File: src/rtl/slave_piso_tx.sv
// I2C slave transmit shifter: buffers one byte and shifts it MSB-first onto SDA for master reads.
// Optional clock stretching on empty buffer is enabled by defining SLAVE_TX_CLK_STRETCH_EN.
module slave_piso_tx #(
    parameter int                DATA_W        = 8,
    parameter logic [DATA_W-1:0] UNDERRUN_BYTE = {DATA_W{1'b1}}
) (
    input  logic              slave_scl_sixt,
    input  logic              slave_rst_n,
    input  logic              slave_scl,
    input  logic              slave_sda_in,
    input  logic              slave_tx_start,
    input  logic              slave_stop,
    input  logic [DATA_W-1:0] slave_tx_data,
    input  logic              slave_tx_valid,
    output logic              slave_tx_ready,
    output logic              slave_sda_oe,
    output logic              slave_scl_oe,
    output logic              slave_tx_busy,
    output logic              slave_ack_rcvd,
    output logic              slave_nack_rcvd,
    output logic              slave_tx_underrun
);

    localparam int CNT_W = $clog2(DATA_W);

    localparam logic [2:0] ST_IDLE     = 3'd0;
    localparam logic [2:0] ST_SHIFT    = 3'd1;
    localparam logic [2:0] ST_ACK      = 3'd2;
    localparam logic [2:0] ST_ACK_WAIT = 3'd3;
`ifdef SLAVE_TX_CLK_STRETCH_EN
    localparam logic [2:0] ST_STRETCH  = 3'd4;
`endif

    logic [2:0]        state;
    logic [DATA_W-1:0] shreg;
    logic [CNT_W-1:0]  bit_cnt;
    logic [DATA_W-1:0] buf_data;
    logic              buf_full;
    logic              scl_d;

    logic fall;
    logic rise;
    logic accept;
    logic load_pt;
    logic have_byte;
    logic stretch_load;
    logic [DATA_W-1:0] load_data;

    assign fall      = scl_d & ~slave_scl;
    assign rise      = ~scl_d & slave_scl;
    assign accept    = slave_tx_valid & ~buf_full;
    assign load_pt   = ~slave_stop & (((state == ST_IDLE) & slave_tx_start) |
                                      ((state == ST_ACK_WAIT) & fall));
    assign have_byte = buf_full | accept;
    // A byte arriving exactly at a load point bypasses the buffer.
    assign load_data = buf_full ? buf_data : slave_tx_data;

`ifdef SLAVE_TX_CLK_STRETCH_EN
    assign stretch_load = ~slave_stop & (state == ST_STRETCH) & accept;
`else
    assign stretch_load = 1'b0;
`endif

    assign slave_tx_ready = ~buf_full;
    assign slave_tx_busy  = (state != ST_IDLE);

    always_ff @(posedge slave_scl_sixt or negedge slave_rst_n) begin
        if (!slave_rst_n) begin
            buf_full <= 1'b0;
            buf_data <= '0;
        end else if (load_pt || stretch_load) begin
            buf_full <= 1'b0;
        end else if (accept) begin
            buf_full <= 1'b1;
            buf_data <= slave_tx_data;
        end
    end

    always_ff @(posedge slave_scl_sixt or negedge slave_rst_n) begin
        if (!slave_rst_n) begin
            state             <= ST_IDLE;
            shreg             <= '0;
            bit_cnt           <= '0;
            scl_d             <= 1'b1;
            slave_sda_oe      <= 1'b0;
            slave_ack_rcvd    <= 1'b0;
            slave_nack_rcvd   <= 1'b0;
            slave_tx_underrun <= 1'b0;
        end else begin
            scl_d             <= slave_scl;
            slave_ack_rcvd    <= 1'b0;
            slave_nack_rcvd   <= 1'b0;
            slave_tx_underrun <= 1'b0;
            // SDA follows the state one clock late so it only moves well inside SCL low.
            slave_sda_oe      <= ~slave_stop & (state == ST_SHIFT) & ~shreg[DATA_W-1];

            if (slave_stop) begin
                state <= ST_IDLE;
            end else if (load_pt) begin
                if (have_byte) begin
                    shreg   <= load_data;
                    bit_cnt <= CNT_W'(DATA_W - 1);
                    state   <= ST_SHIFT;
                end else begin
`ifdef SLAVE_TX_CLK_STRETCH_EN
                    state             <= ST_STRETCH;
`else
                    shreg             <= UNDERRUN_BYTE;
                    bit_cnt           <= CNT_W'(DATA_W - 1);
                    state             <= ST_SHIFT;
                    slave_tx_underrun <= 1'b1;
`endif
                end
            end else begin
                case (state)
                    ST_SHIFT: begin
                        if (fall) begin
                            if (bit_cnt == '0) begin
                                state <= ST_ACK;
                            end else begin
                                shreg   <= {shreg[DATA_W-2:0], 1'b0};
                                bit_cnt <= bit_cnt - 1'b1;
                            end
                        end
                    end
                    ST_ACK: begin
                        if (rise) begin
                            if (!slave_sda_in) begin
                                slave_ack_rcvd <= 1'b1;
                                state          <= ST_ACK_WAIT;
                            end else begin
                                slave_nack_rcvd <= 1'b1;
                                state           <= ST_IDLE;
                            end
                        end
                    end
`ifdef SLAVE_TX_CLK_STRETCH_EN
                    ST_STRETCH: begin
                        if (accept) begin
                            shreg   <= slave_tx_data;
                            bit_cnt <= CNT_W'(DATA_W - 1);
                            state   <= ST_SHIFT;
                        end
                    end
`endif
                    ST_IDLE, ST_ACK_WAIT: ;
                    default: state <= ST_IDLE;
                endcase
            end
        end
    end

`ifdef SLAVE_TX_CLK_STRETCH_EN
    always_ff @(posedge slave_scl_sixt or negedge slave_rst_n) begin
        if (!slave_rst_n) begin
            slave_scl_oe <= 1'b0;
        end else begin
            slave_scl_oe <= ~slave_stop & (state == ST_STRETCH);
        end
    end
`else
    assign slave_scl_oe = 1'b0;
`endif

endmodule
File: config.mk
export PLATFORM = sky130hd
export DESIGN_NAME = slave_piso_tx
export DESIGN_NICKNAME = d
export VERILOG_FILES = /design/src/rtl/slave_piso_tx.sv
export SDC_FILE = /design/constraint.sdc
export NUM_CORES = 1
export LEC_CHECK = 0
export BUFFER_PORTS_ARGS = -buffer_cell sky130_fd_sc_hd__buf_2
export CAP_MARGIN = 5
export CELL_PAD_IN_SITES_DETAIL_PLACEMENT = 1
export CELL_PAD_IN_SITES_GLOBAL_PLACEMENT = 2
export CORE_ASPECT_RATIO = 1.25
export CORE_MARGIN = 5
export CORE_UTILIZATION = 39
export DETAILED_ROUTE_END_ITERATION = 7
export GPL_TIMING_DRIVEN = 0
export PLACE_DENSITY = 0.87
export SLEW_MARGIN = 40
export SYNTH_ARGS = -nofsm -noshare
export SYNTH_HDL_FRONTEND = slang
export SYNTH_SLANG_ARGS = --single-unit
export TNS_END_PERCENT = 20
File: constraint.sdc
create_clock -name slave_scl_sixt -period 3.6 [get_ports slave_scl_sixt]
set_input_delay 0.54 -clock slave_scl_sixt [delete_from_list [all_inputs] [get_ports slave_scl_sixt]]
set_output_delay 0.54 -clock slave_scl_sixt [all_outputs]
set_load 0.03 [all_outputs]
Word-level counts from Yosys, hierarchy flattened
Cells that the tools add are included.
Word-level totals
  bits in registers: 28
  input bits: 15
  output and inout port bits: 7
  word-level logic and storage cells: 77
Cells by class
  add/subtract/negate cells: 1
  eq/ne operators: 8
  muxes and demuxes: 32
  bitwise operators: 16
  reductions and logical operators: 10
Operators by type and width (count)
  8-bit 2-to-1 mux: 6
  3-bit 2-to-1 mux: 9
  1-bit 2-to-1 mux: 15
  3-bit case mux with 3 select lines: 1
  1-bit AND: 8
  4-bit != test, second input constant: 2
  4-bit AND reduction: 2
  3-bit by 2-bit == test with 1-bit output, second input constant: 2
  3-bit logical NOT: 2
  1-bit NOT: 6
  2-bit nonzero test: 3
  4-bit by 3-bit != test with 1-bit output, second input constant: 1
  3-bit by 1-bit == test with 1-bit output, second input constant: 1
  3-bit != test, second input constant: 1
  3-bit nonzero test: 1
  3-bit by 1-bit subtractor with 3-bit output, second input constant: 1
  2-bit 2-to-1 mux: 1
  2-bit != test, second input constant: 1
  1-bit bitwise OR: 2
  2-bit AND reduction: 1
  2-bit OR reduction: 1

Depth between registers and ports, before layout
  depth after elaboration: 7
  depth in mapped cells: 7
  mapped depth without buffers: 6

Worst setup path before layout
Ideal clock, no wire load.
  path type: register -> register
  from: reg state[1]
  to: reg shreg[2]
  setup time: 130 ps
  data arrival time: 1486 ps
  data required time: 3470 ps
  setup slack: 1984 ps
  cell stages (with the launch flop): 8
  path buffers: 1
  clock period less this slack: 1616 ps
  path through: dfrtp_1 > inv_1 > ha_1 > nand2b_4 > or3_4 > buf_6 > mux2i_1 > o21ai_1
On the way
  word-level cells in the longest chain between the ends: 6
  elaborated cells on any way between the ends: 12
  classes of those cells: eq/ne: 3; mux: 1; bitwise: 4; reduce/logical: 4
Ends and longest elaborated chain
  start, declared: line 34  | logic [2:0] state;
  start signal, assigned: line 81  | state <= ST_IDLE;
  start signal, assigned: line 98  | state <= ST_IDLE;
  start signal, assigned: line 103  | state <= ST_SHIFT;
  3-bit by 2-bit == test with 1-bit output or 3-bit logical NOT (tied branches): line 53, 52
  1-bit AND (on tied branches): line 53, 52
  1-bit bitwise OR: line 52  | assign load_pt = ~slave_stop & (((state == ST_IDLE) & slave_tx_start) |
  1-bit AND: line 52
  2-bit != test (no line) or 2-bit nonzero test (tied branches)
  4-bit AND reduction (no line)
  end signal, assigned: line 101  | shreg <= load_data;
  end signal, assigned: line 121  | shreg <= {shreg[DATA_W-2:0], 1'b0};
  end, declared: line 35  | logic [DATA_W-1:0] shreg;
Several ways; a longest one is shown, not always the timed one.
A chain may end at the register's enable or synchronous reset.

Final worst setup path
  from: reg state[1]
  to: reg buf_data[3]
On the way
  word-level cells in the longest chain between the ends: 6
  elaborated cells on any way between the ends: 8
  classes of those cells: eq/ne: 1; bitwise: 5; reduce/logical: 2
Ends and longest elaborated chain
  3-bit by 2-bit == test with 1-bit output or 3-bit logical NOT (tied branches): line 53, 52
  1-bit AND (on tied branches): line 53, 52
  1-bit bitwise OR (*): line 52
  1-bit AND (*): line 52
  1-bit NOT (no line) (*)
  2-bit AND reduction (no line) (*)
  end signal, assigned: line 75  | buf_data <= slave_tx_data;
  end, declared: line 37  | logic [DATA_W-1:0] buf_data;
Mark *: on every way between the ends. The rest lies on a longest branch, timed or not.

==> results.txt <==
The run finished with clean final reports. The x dimension of the die is 62.80 µm. The relative max-transition margin came out at 59.35%. The end-of-flow core utilization is 45.36%.

The number of nets still failing antenna checks after routing came out at 0. The global-route met1 utilization is 12.83%. Entering global routing, the biggest net connects 28 pins. The footprint of the multi-input gates is 624.3 µm². At the placement stage, the worst setup path has a slack of 1.796 ns. The total number of yosys warnings came out at 0. The total power came out at 992.6 µW.

In this run the static leakage power is 0.7306 nW. The clock share of power came out at 17.9%. The area growth from synthesis to layout came out at 14.27%. Yosys attributes the largest share of cell area to sky130_fd_sc_hd__dfrtp_1 (48%), sky130_fd_sc_hd__mux2_2 (6.6%), sky130_fd_sc_hd__ha_1 (6.4%), sky130_fd_sc_hd__mux2i_1 (5.2%), sky130_fd_sc_hd__o221ai_1 (5.2%).

The total power per unit cell area came out at 639.3 nW/µm². The register area came out at 676.9 µm². The layer with the highest usage is met2. Tracing the worst setup path back leads to its startpoint at state[1].

Max-cap violations in this run came to 0. The internal power of the cells totals 639.8 µW. The initial antenna violation count is 0. The number of port buffers is 20.

Dividing the detail-routed wire length by the instance count gives 15.87 µm. The share of total power dissipated in combinational logic is 34.5%. Across the VDD grid, the largest voltage drop is 0.3562 mV. After detailed routing, the number of remaining DRC violations is 0. The total negative slack for setup checks is 0 ns. The count of final setup violators came out at 0.

The flip-flop and latch count after synthesis is 27. The minimum period implied by the final worst setup slack is 1.817 ns. The number of library cell types mapped by synthesis is 36. The number of instances resized during post-cts repair is 0. The number of pins exceeding their max-slew limit in the final report is 0.

The share of synthesized area occupied by flip-flops and latches is 49.82%. The share of synthesized registers carrying an async set or reset came out at 100.0%. The final design area excluding fillers is 1553 µm². The most used flip-flop cell after synthesis is sky130_fd_sc_hd__dfrtp_1. The placed instances occupy a cell area of 1508 µm².

The synthesized netlist net count is 140. Of all cell types, the one taking the most synthesized area is sky130_fd_sc_hd__dfrtp_1. The number of buffers inserted during clock tree synthesis came out at 3.

After technology mapping, the gate count stands at 118. The worst setup path is captured at a flip-flop. The endpoint required time on the critical path came out at 3.77 ns. The average cell area after synthesis came out at 11.52 µm².

The floorplan has 24 rows. 22 I/O pins were placed. The overall track demand over capacity in global routing is 12.39%. The net switching fraction of the power is 35.54%. Clock tree synthesis selected as its root buffer the cell sky130_fd_sc_hd__clkbuf_8.

The proportion of layout cells with a drive suffix above 1 came out at 28.87%. The met3 routing resource usage after global routing is 2.212%. The worst register-to-register path begins at state[1].

The die covers 4772 µm². After legalization and detailed placement, the total HPWL measured 2158 µm. In this run the deepest clock path goes through 2 buffers. The minimum setup slack in the final design is 1.783 ns. The number of buffers inserted by hold repair at cts is 0. The number of enable flip-flop cells after synthesis is 0. The met2 layer usage reported by global route is 23.76%. The CTS H-tree depth is 1.

The via density per instance came out at 5.564. The worst clock skew on the final layout is 0.002005 ns. The remaining global-route overflow came out at 0. The count of cells in the finished layout, fillers not included, comes to 181. The count of final hold-check violations is 0. The routed wire length came out at 2872 µm. The area inside the core boundary came out at 3423 µm². The via count of the first global-routing pass came out at 1055. The first-pass detailed-route iteration total came out at 4. Setup repair after global routing left no endpoint under its margin. The top cell type's share of synthesized area is 47.88%. For this design the total switching power over the nets is 352.8 µW. The net count of the finished layout is 165. The arrival time reported for the critical path endpoint is 1.98 ns. The total number of clock tree sinks is 27. TritonCTS built the clock tree. The final cycle utilization of the critical path is 50.46%. The routability congestion estimate from global placement came out at 0.7455. The worst hold slack is 0.2626 ns.

At the later pin of the worst-skew pair, clock insertion delay measures 0.27 ns. The proportion of power drawn by flip-flops and latches came out at 47.6%. By startpoint and endpoint, the worst setup path is classified as flip-flop to flip-flop.

The initial core utilization is 39.69%. The tightest min-delay check is of the primary input to async pin type. For the pin with the worst max-slew slack, the measured transition is 0.6098 ns. The detailed router finished its first iteration with 21 violations. The post-CTS setup buffer count is 0.

The number of instances in the placed design is 177. The maximum clock rate came out at 0.5504 GHz. The clock-pin slew on the worst setup and hold paths is 0.09 ns. The filler cell count in the final layout came out at 410. For this block, the via count after detailed routing is 1007.

In this run the vertical extent of the chip is 76.00 µm. STA classifies the critical path startpoint as a flip-flop. The largest fanout on the critical path is 8. The global-route wire length before repair came out at 4781 µm. The cell area after synthesis is 1359 µm². 0 antenna diodes ended up in the layout.
cells in the mapped netlist (4+ instances only):
| master | number |
|---|---|
| sky130_fd_sc_hd__dfrtp_1 | 26 |
| sky130_fd_sc_hd__mux2_2 | 8 |
| sky130_fd_sc_hd__o221ai_1 | 8 |
| sky130_fd_sc_hd__ha_1 | 7 |
| sky130_fd_sc_hd__inv_1 | 7 |
| sky130_fd_sc_hd__mux2i_1 | 7 |
| sky130_fd_sc_hd__o21ai_0 | 5 |
| sky130_fd_sc_hd__o21ai_1 | 5 |
| sky130_fd_sc_hd__a21oi_1 | 4 |
| sky130_fd_sc_hd__nand2_1 | 4 |
| sky130_fd_sc_hd__nand2b_1 | 4 |
| sky130_fd_sc_hd__nor2_1 | 4 |
path summary, 6_finish.rpt:
kind	depth (start not counted)	end	slack [ns]
max in group asynchronous	1	shreg[6]	2.94
min in group slave_scl_sixt	1	scl_d	0.39
worst max register to register	6	buf_data[3]	1.78
worst max-delay path	6	buf_data[3]	1.78
worst min register to register	1	slave_sda_oe	0.45
worst min-delay path	1	slave_nack_rcvd	0.26
cell families (layout without fill, tap and decap cells):
group                    count (synthesis)  after routing  synth area share, %
other                                    1              1               0.2760
AO/OA/AOI/OAI                           28             28                14.09
XOR/XNOR                                 1              1               0.6447
flip-flops                              27             27                49.82
AND/OR/NAND/NOR                         27             27                12.71
multiplexers                            15             15                11.79
buffers and inverters                   12             36                4.235
adder cells (fa/ha/maj)                  7              7                6.445
layout make-up:
cell class,instances,area share [%]
sequential,27,43.59
timing repair buffer,20,6.446
inverter,8,1.934
buffer,4,1.773
multi-input combinational,79,40.21
tap,39,3.143
clock buffer,4,2.901
flip-flops by register name, indices dropped and copies added (netlist names):
name	count
state	2
buf_full	1
slave_nack_rcvd	1
slave_ack_rcvd	1
buf_data	8
bit_cnt	3
scl_d	1
slave_sda_oe	1
slave_tx_underrun	1
shreg	8
worst max-delay path, stage by stage, from the launching register on:
cell                      delay [ns]
sky130_fd_sc_hd__dfrtp_1        0.43
sky130_fd_sc_hd__inv_1          0.11
sky130_fd_sc_hd__ha_1           0.21
sky130_fd_sc_hd__nand2_1        0.07
sky130_fd_sc_hd__a21oi_1        0.10
sky130_fd_sc_hd__nor2_2         0.39
sky130_fd_sc_hd__mux2_2         0.39
power by group through the flow:
stage / registers [mW] / logic (mW) / clock network [mW]
detailed placement: 0.479 / 0.346 / 0
CTS: 0.474 / 0.349 / 0.183
finish: 0.472 / 0.343 / 0.178
global placement: 0.471 / 0.333 / 0
global route: 0.488 / 0.384 / 0.196
floorplan: 0.467 / 0.260 / 0
routing by layer:
layer	up-vias	part of all wire (%)	routed length, µm
met5	-	0	0
met4	0	1.5	44
met3	5	3.0	87
met2	19	55	1566
met1	509	41	1173
li1	474	-	-
cell usage in the layout (no fill, tap or decap), types with 4 or more instances in the layout:
| cell type | n |
|---|---|
| sky130_fd_sc_hd__mux2i_1 | 7 |
| sky130_fd_sc_hd__mux2_2 | 8 |
| sky130_fd_sc_hd__inv_1 | 7 |
| sky130_fd_sc_hd__o21ai_0 | 5 |
| sky130_fd_sc_hd__ha_1 | 7 |
| sky130_fd_sc_hd__o21ai_1 | 5 |
| sky130_fd_sc_hd__o221ai_1 | 8 |
| sky130_fd_sc_hd__nand2_1 | 4 |
| sky130_fd_sc_hd__buf_2 | 21 |
| sky130_fd_sc_hd__dfrtp_1 | 26 |
| sky130_fd_sc_hd__a21oi_1 | 4 |
| sky130_fd_sc_hd__nor2_1 | 4 |
| sky130_fd_sc_hd__nand2b_1 | 4 |
Note: power is estimated with default switching activity, not from simulation.
